[config.mk]
export PLATFORM = sky130hd
export DESIGN_NAME = seq_alu
export DESIGN_NICKNAME = d
export VERILOG_FILES = /design/src/rtl/seq_alu.sv
export SDC_FILE = /design/constraint.sdc
export NUM_CORES = 1
export LEC_CHECK = 0
export CAP_MARGIN = 20
export CORE_ASPECT_RATIO = 1.75
export CORE_MARGIN = 1
export CORE_UTILIZATION = 40
export DETAILED_ROUTE_END_ITERATION = 8
export MAX_ROUTING_LAYER = met4
export RECOVER_POWER = 25
export SYNTH_ARGS = -nofsm -noshare
export SYNTH_HDL_FRONTEND = slang
export SYNTH_SLANG_ARGS = --single-unit
[constraint.sdc]
create_clock -name clk -period 11.85 [get_ports clk]
set_input_delay 2.37 -clock clk [delete_from_list [all_inputs] [get_ports clk]]
set_output_delay 2.37 -clock clk [all_outputs]
set_load 0.02 [all_outputs]
[src/rtl/seq_alu.sv]
// Width-generic sequential ALU: single-cycle logic/add/shift/rotate ops and
// iterative signed MUL/DIV on operand magnitudes, with a start/busy/done handshake.
module seq_alu #(
    parameter int W   = 32,
    parameter int SHW = $clog2(W)
) (
    input  logic           clk,
    input  logic           clear,
    input  logic           start,
    input  logic [3:0]     op,
    input  logic [W-1:0]   A,
    input  logic [W-1:0]   B,
    output logic [2*W-1:0] result,
    output logic           done,
    output logic           busy,
    output logic           div_zero,
    output logic           zero
);

    localparam logic [3:0] OP_AND   = 4'd0;
    localparam logic [3:0] OP_OR    = 4'd1;
    localparam logic [3:0] OP_ADD   = 4'd2;
    localparam logic [3:0] OP_SUB   = 4'd3;
    localparam logic [3:0] OP_MUL   = 4'd4;
    localparam logic [3:0] OP_DIV   = 4'd5;
    localparam logic [3:0] OP_SHR   = 4'd6;
    localparam logic [3:0] OP_SHRA  = 4'd7;
    localparam logic [3:0] OP_SHL   = 4'd8;
    localparam logic [3:0] OP_ROR   = 4'd9;
    localparam logic [3:0] OP_ROL   = 4'd10;
    localparam logic [3:0] OP_NEG   = 4'd11;
    localparam logic [3:0] OP_NOT   = 4'd12;
    localparam logic [3:0] OP_INCPC = 4'd13;

    typedef enum logic [1:0] {IDLE, ITER, FIX} state_t;

    state_t           stateQ, stateD;
    logic [2*W-1:0]   accQ, accD;
    logic [W-1:0]     magBQ, magBD;
    logic [SHW-1:0]   cntQ, cntD;
    logic             signAQ, signAD, signBQ, signBD;
    logic             isDivQ, isDivD;
    logic [2*W-1:0]   resultQ, resultD;
    logic             doneQ, doneD;
    logic             divZeroQ, divZeroD;
    logic             zeroQ;

    logic [W-1:0]     absA, absB;
    logic [SHW-1:0]   shAmt;
    logic [W-1:0]     loRes;
    logic             sext;
    logic [2*W-1:0]   singleRes;
    logic [W:0]       mulSum;
    logic [2*W-1:0]   mulStep, mulFix;
    logic [W-1:0]     divShift, quo, rem;
    logic [W:0]       divDiff;
    logic [2*W-1:0]   divStep, divFix;

    assign absA  = A[W-1] ? -A : A;
    assign absB  = B[W-1] ? -B : B;
    assign shAmt = B[SHW-1:0];

    // Single-cycle datapath; ADD/SUB/NEG sign-extend into the high half.
    always_comb begin
        loRes = '0;
        sext  = 1'b0;
        unique case (op)
            OP_AND:   loRes = A & B;
            OP_OR:    loRes = A | B;
            OP_ADD:   begin loRes = A + B; sext = 1'b1; end
            OP_SUB:   begin loRes = A - B; sext = 1'b1; end
            OP_SHR:   loRes = A >> shAmt;
            OP_SHRA:  loRes = $signed(A) >>> shAmt;
            OP_SHL:   loRes = A << shAmt;
            OP_ROR:   loRes = W'({A, A} >> shAmt);
            OP_ROL:   loRes = W'(({A, A} << shAmt) >> W);
            OP_NEG:   begin loRes = -B; sext = 1'b1; end
            OP_NOT:   loRes = ~B;
            OP_INCPC: loRes = B + W'(4);
            default:  loRes = '0;
        endcase
        singleRes = {(sext ? {W{loRes[W-1]}} : {W{1'b0}}), loRes};
    end

    // acc holds {partial, operand}: shift-add for MUL, restoring {rem, quo} for DIV.
    always_comb begin
        mulSum   = {1'b0, accQ[2*W-1:W]} + (accQ[0] ? {1'b0, magBQ} : {(W+1){1'b0}});
        mulStep  = {mulSum, accQ[W-1:1]};
        divShift = {accQ[2*W-2:W], accQ[W-1]};
        divDiff  = {1'b0, divShift} - {1'b0, magBQ};
        divStep  = divDiff[W] ? {divShift, accQ[W-2:0], 1'b0}
                              : {divDiff[W-1:0], accQ[W-2:0], 1'b1};
        mulFix   = (signAQ ^ signBQ) ? -accQ : accQ;
        quo      = (signAQ ^ signBQ) ? -accQ[W-1:0] : accQ[W-1:0];
        rem      = signAQ ? -accQ[2*W-1:W] : accQ[2*W-1:W];
        divFix   = {rem, quo};
    end

    always_comb begin
        stateD   = stateQ;
        accD     = accQ;
        magBD    = magBQ;
        cntD     = cntQ;
        signAD   = signAQ;
        signBD   = signBQ;
        isDivD   = isDivQ;
        resultD  = resultQ;
        doneD    = 1'b0;
        divZeroD = divZeroQ;
        unique case (stateQ)
            IDLE: begin
                if (start) begin
                    if (op == OP_MUL || op == OP_DIV) begin
                        accD   = {{W{1'b0}}, absA};
                        magBD  = absB;
                        signAD = A[W-1];
                        signBD = B[W-1];
                        isDivD = (op == OP_DIV);
                        cntD   = '0;
                        // Divide by zero bypasses iteration with its answer preloaded.
                        if (op == OP_DIV && B == '0) begin
                            accD     = {A, {W{1'b1}}};
                            divZeroD = 1'b1;
                            stateD   = FIX;
                        end else begin
                            divZeroD = 1'b0;
                            stateD   = ITER;
                        end
                    end else begin
                        resultD  = singleRes;
                        doneD    = 1'b1;
                        divZeroD = 1'b0;
                    end
                end
            end
            ITER: begin
                accD = isDivQ ? divStep : mulStep;
                cntD = cntQ + SHW'(1);
                if (cntQ == SHW'(W - 1)) begin
                    stateD = FIX;
                end
            end
            FIX: begin
                resultD = divZeroQ ? accQ : (isDivQ ? divFix : mulFix);
                doneD   = 1'b1;
                stateD  = IDLE;
            end
            default: stateD = IDLE;
        endcase
    end

    always_ff @(posedge clk) begin
        if (clear) begin
            stateQ   <= IDLE;
            accQ     <= '0;
            magBQ    <= '0;
            cntQ     <= '0;
            signAQ   <= 1'b0;
            signBQ   <= 1'b0;
            isDivQ   <= 1'b0;
            resultQ  <= '0;
            doneQ    <= 1'b0;
            divZeroQ <= 1'b0;
            zeroQ    <= 1'b1;
        end else begin
            stateQ   <= stateD;
            accQ     <= accD;
            magBQ    <= magBD;
            cntQ     <= cntD;
            signAQ   <= signAD;
            signBQ   <= signBD;
            isDivQ   <= isDivD;
            resultQ  <= resultD;
            doneQ    <= doneD;
            divZeroQ <= divZeroD;
            zeroQ    <= (resultD == '0);
        end
    end

    assign result   = resultQ;
    assign done     = doneQ;
    assign busy     = (stateQ != IDLE);
    assign div_zero = divZeroQ;
    assign zero     = zeroQ;

endmodule

==> results of run 1 <==
[kinds of logic after synthesis]
kind of cell    synth area share
mux                        0.141
xor+xnor                  0.0754
compound gates             0.301
fa+ha+maj                 0.0607
buf+inv                   0.0688
flops                      0.129
simple gates               0.225
[metal layers]
layer,track usage,GRT overflow
met3,0.277,1
met2,0.872,56
met1,0.594,0
met4,0.686,54
met5,-,-
[stage by stage]
| step | utilization | worst slack [ps] |
|---|---|---|
| 4_1_cts | 0.447 | 3640 |
| 3_5_place_dp | 0.437 | 3130 |
| 3_3_place_gp | 0.437 | 3200 |
| 2_1_floorplan | - | 4140 |
==> results.txt, run 1 <==
DP Area - 29000 sq um
Synth area leaders - dfxtp_1 13%, mux2i_1 6.6%, a21oi_1 5.6%
post-synth net total - 3902
Final GP Congestion - 1.15
Exit stage - global routing
Tot GR Track Use - 0.618
Die W - 198 um
share of the synthesized area in the top cell type - 0.129
Tool Error - [ERROR GRT-0116] Global routing finished with congestion. Check the congestion regions in the DRC Viewer.
cts bufs inserted - 25
largest net degree at the start of global routing - 90
Yosys top cell by area - dfxtp_1
placed insts - 4540
Max Root-Sink Buffers - 3
postcts setup bufs - 0
Syn Inst Count - 3721
Rows - 125
count of cell types in the netlist - 107
Post-synth EDFFs - 0
H-tree levels - 4
first-pass GRT wire length - 288000 um
hold_buf cts - 0
Main synth FF type - dfxtp_1
register area share after synthesis - 0.129
Avg Inst Size Synth - 7.21 sq um
total gr overflow - 111
# IOs - 139
post-DP HPWL - 143000 um
post-synthesis register bit count - 173
Post-synth top cells - 389 x nor2_1, 343 x nand2_1, 300 x a21oi_1
Post-synth ARST share - 0
Sink Count - 173
Ys Warns - 0
clock root buffer - clkbuf_16
Resize count post-CTS - 0
Die Span Y - 345 um
PortBufs - 138
post-synthesis cell area - 26800 sq um
outcome - stopped before the end
Starting Density - 0.405
vias in the first global route - 35100
most common cell in the synthesized netlist - nor2_1
==> inputs of run 2 (changes only) <==
- CORE_ASPECT_RATIO: 1.75 -> unset
- CORE_UTILIZATION: 40 -> 25
- MAX_ROUTING_LAYER: met4 -> unset
- PLACE_DENSITY_LB_ADDON: unset -> 0.15
==> run 2 against run 1 <==
Net effect: the flow now finishes without violations; synthesized area unchanged; synthesized cell count unchanged.
==> results.txt, run 2 <==
Die W - 330 um (+67%)
H-tree levels - 4 (unchanged)
Flop pwr share - 0.252
Tot GR Track Use - 0.313
Syn Inst Count - 3721 (unchanged)
Ys Warns - 0 (unchanged)
count of cell types in the netlist - 107 (unchanged)
Peak Freq - 107 MHz
Post-synth EDFFs - 0 (unchanged)
slowest cell on the critical path - nand2_1
Layout area overhead - 11.8%
Resize count post-CTS - 0 (unchanged)
antenna violations before repair - 16
Sink Count - 173 (unchanged)
ANT nets after route - 0
vias in the first global route - 29900
register area share after synthesis - 0.129 (unchanged)
largest net degree at the start of global routing - 109
final setup vio count - 0
core box area - 106000 sq um
most common cell in the synthesized netlist - nor2_1
Final Total Pwr - 2.56 mW
post-synthesis register bit count - 173 (unchanged)
clk slew on worst S/H paths - 80 ps
Comb pwr share - 0.510
Pins Over Slew Limit - 0
Pwr Density - 85.2 nW/um^2
CP required - 12240 ps
total of max-cap violations - 0
most common cell after layout, fill and taps aside - nor2_1
critical path arrival - 9730 ps
DR vias/cell - 6.30
die area - 109000 sq um
Final Util - 0.283
# IOs - 139 (unchanged)
Routed WL - 175000 um
outcome - finished clean
post-route cell area - 30000 sq um
Via Count - 31900
crit end category - flop
Post-synth top cells - 389 x nor2_1, 343 x nand2_1, 300 x a21oi_1
Starting Density - 0.254 (-0.151)
Yosys top cell by area - dfxtp_1
largest stage delay on the critical path - 920 ps
Avg Inst Size Synth - 7.21 sq um (unchanged)
share of the synthesized area in the top cell type - 0.129 (unchanged)
max-slew headroom at the worst pin - 0.127
first-pass GRT wire length - 242000 um
Clk pwr share - 0.237
Least-Margin Pin Slew - 1300 ps
Sw Ratio - 0.480
HP Class - reg -> reg
Int Power - 1.33 mW
RSZ-0062 raised after global routing - false
total gr overflow - 0
PortBufs - 138 (unchanged)
Post-synth ARST share - 0 (unchanged)
most frequent cells in the layout - 385 x nor2_1, 343 x nand2_1, 299 x a21oi_1
Main synth FF type - dfxtp_1
peak supply drop - 0.110 mV
DP Area - 29400 sq um (+1.4%)
Post-Layout Cell Count - 5057
Final Critical Period - 9340 ps
WL/cell - 34.6 um
Switch Pwr - 1.23 mW
worst skew pair latency - 470 ps
Crit Path Category - in -> reg
post-DP HPWL - 129000 um (-9.8%)
Die Span Y - 330 um (-4.4%)
Layout Skew - 14.6 ps
Rows - 119 (-4.8%)
fin crit share - 0.788
clock root buffer - clkbuf_16
worst-path maximum fanout - 24
TritonCTS clock tree - built
critical-path cell list - clkdlybuf4s50_1 -> or2_2 -> nor2_1 -> nand2_1 -> nand2_1 -> xnor2_1 -> ha_1 -> a21o_1 -> or3_1 -> o21ai_0 -> o211ai_1 -> a31oi_1 -> o21ai_0 -> xor2_1 -> a22o_1 -> a221oi_1 -> nor3b_2 -> nand4_1 -> o31ai_2
Synth area leaders - dfxtp_1 13%, mux2i_1 6.6%, a21oi_1 5.6%
Max Root-Sink Buffers - 2 (-1)
DR iter-0 viols - 4035
Final GP Congestion - 1.06 (-7.3%)
post-synth net total - 3902 (unchanged)
leakage power - 11.3 nW
Fin. Hold Viols - 0
Post-layout nets - 3825
Fin Setup TNS - 0 ps
crit path launch type - primary input
postcts setup bufs - 0 (unchanged)
post-synthesis cell area - 26800 sq um (unchanged)
placed insts - 5015 (+10%)
fraction of layout cells with a size suffix above 1 - 0.0946
First-pass DRT Iterations - 6
cts bufs inserted - 17 (-32%)
hold_buf cts - 0 (unchanged)
DR DRC count - 0
## run 2: path summary, 6_finish.rpt
kind              cells past startpoint        to  slack, ps     start
setup / recovery                     19      zero       2510     op[3]
hold / removal                        2  magBQ[0]        480  magBQ[0]
setup reg to reg                     12      zero       6710  div_zero
hold reg to reg                       2  magBQ[0]        480  magBQ[0]
## run 2: metrics by stage
step	hold WS [ps]	setup slack (ps)
floorplan	436	4140
global placement	466	2150
detailed placement	469	2180
CTS	480	2650
global route	516	2130
finish	480	2510
## run 2: power groups by stage
stage	combinational (mW)	sequential [mW]	clock, mW
2_1_floorplan	0.769	0.650	0
3_3_place_gp	1.27	0.658	0
3_5_place_dp	1.26	0.658	0
4_1_cts	1.26	0.645	0.617
5_1_grt	1.36	0.647	0.636
6_report	1.30	0.645	0.607
## run 2: kinds of logic after synthesis
family / Yosys count / share of synthesized area
fa+ha+maj: 133 / 0.0607
simple gates: 1252 / 0.225
flops: 173 / 0.129
xor+xnor: 231 / 0.0754
compound gates: 1202 / 0.301
mux: 291 / 0.141
buf+inv: 439 / 0.0688
## run 2: final cells by class
class                   instances  area, sq um
fillers                     11600        75900
repair buffers                257         2230
clock buffers                  17          425
multi-input cells            3109        21600
clock inverters                15          171
inverters                      86          323
diodes                          9         22.5
flip-flops and latches        173         3470
well taps                    1391         1740
## run 2: routing by layer
metal / share of wire / wire length (um) / vias to the layer above / global-route usage
li1: - / - / 13900 / -
met3: 0.078 / 13600 / 430 / 0.0568
met4: 0.069 / 12000 / 6 / 0.190
met1: 0.42 / 73800 / 15800 / 0.408
met2: 0.43 / 75500 / 1775 / 0.478
met5: 0.00023 / 41 / - / 0
## run 2: worst max-delay path, delay by kind of cell
family                   cells  cell delay (ps)
AND/OR/NAND/NOR              7             3220
XOR/XNOR                     2              320
AO/OA/AOI/OAI                8             2830
adder cells (fa/ha/maj)      1              290
buffers and inverters        1              660
(Power assumes the default switching activity.)
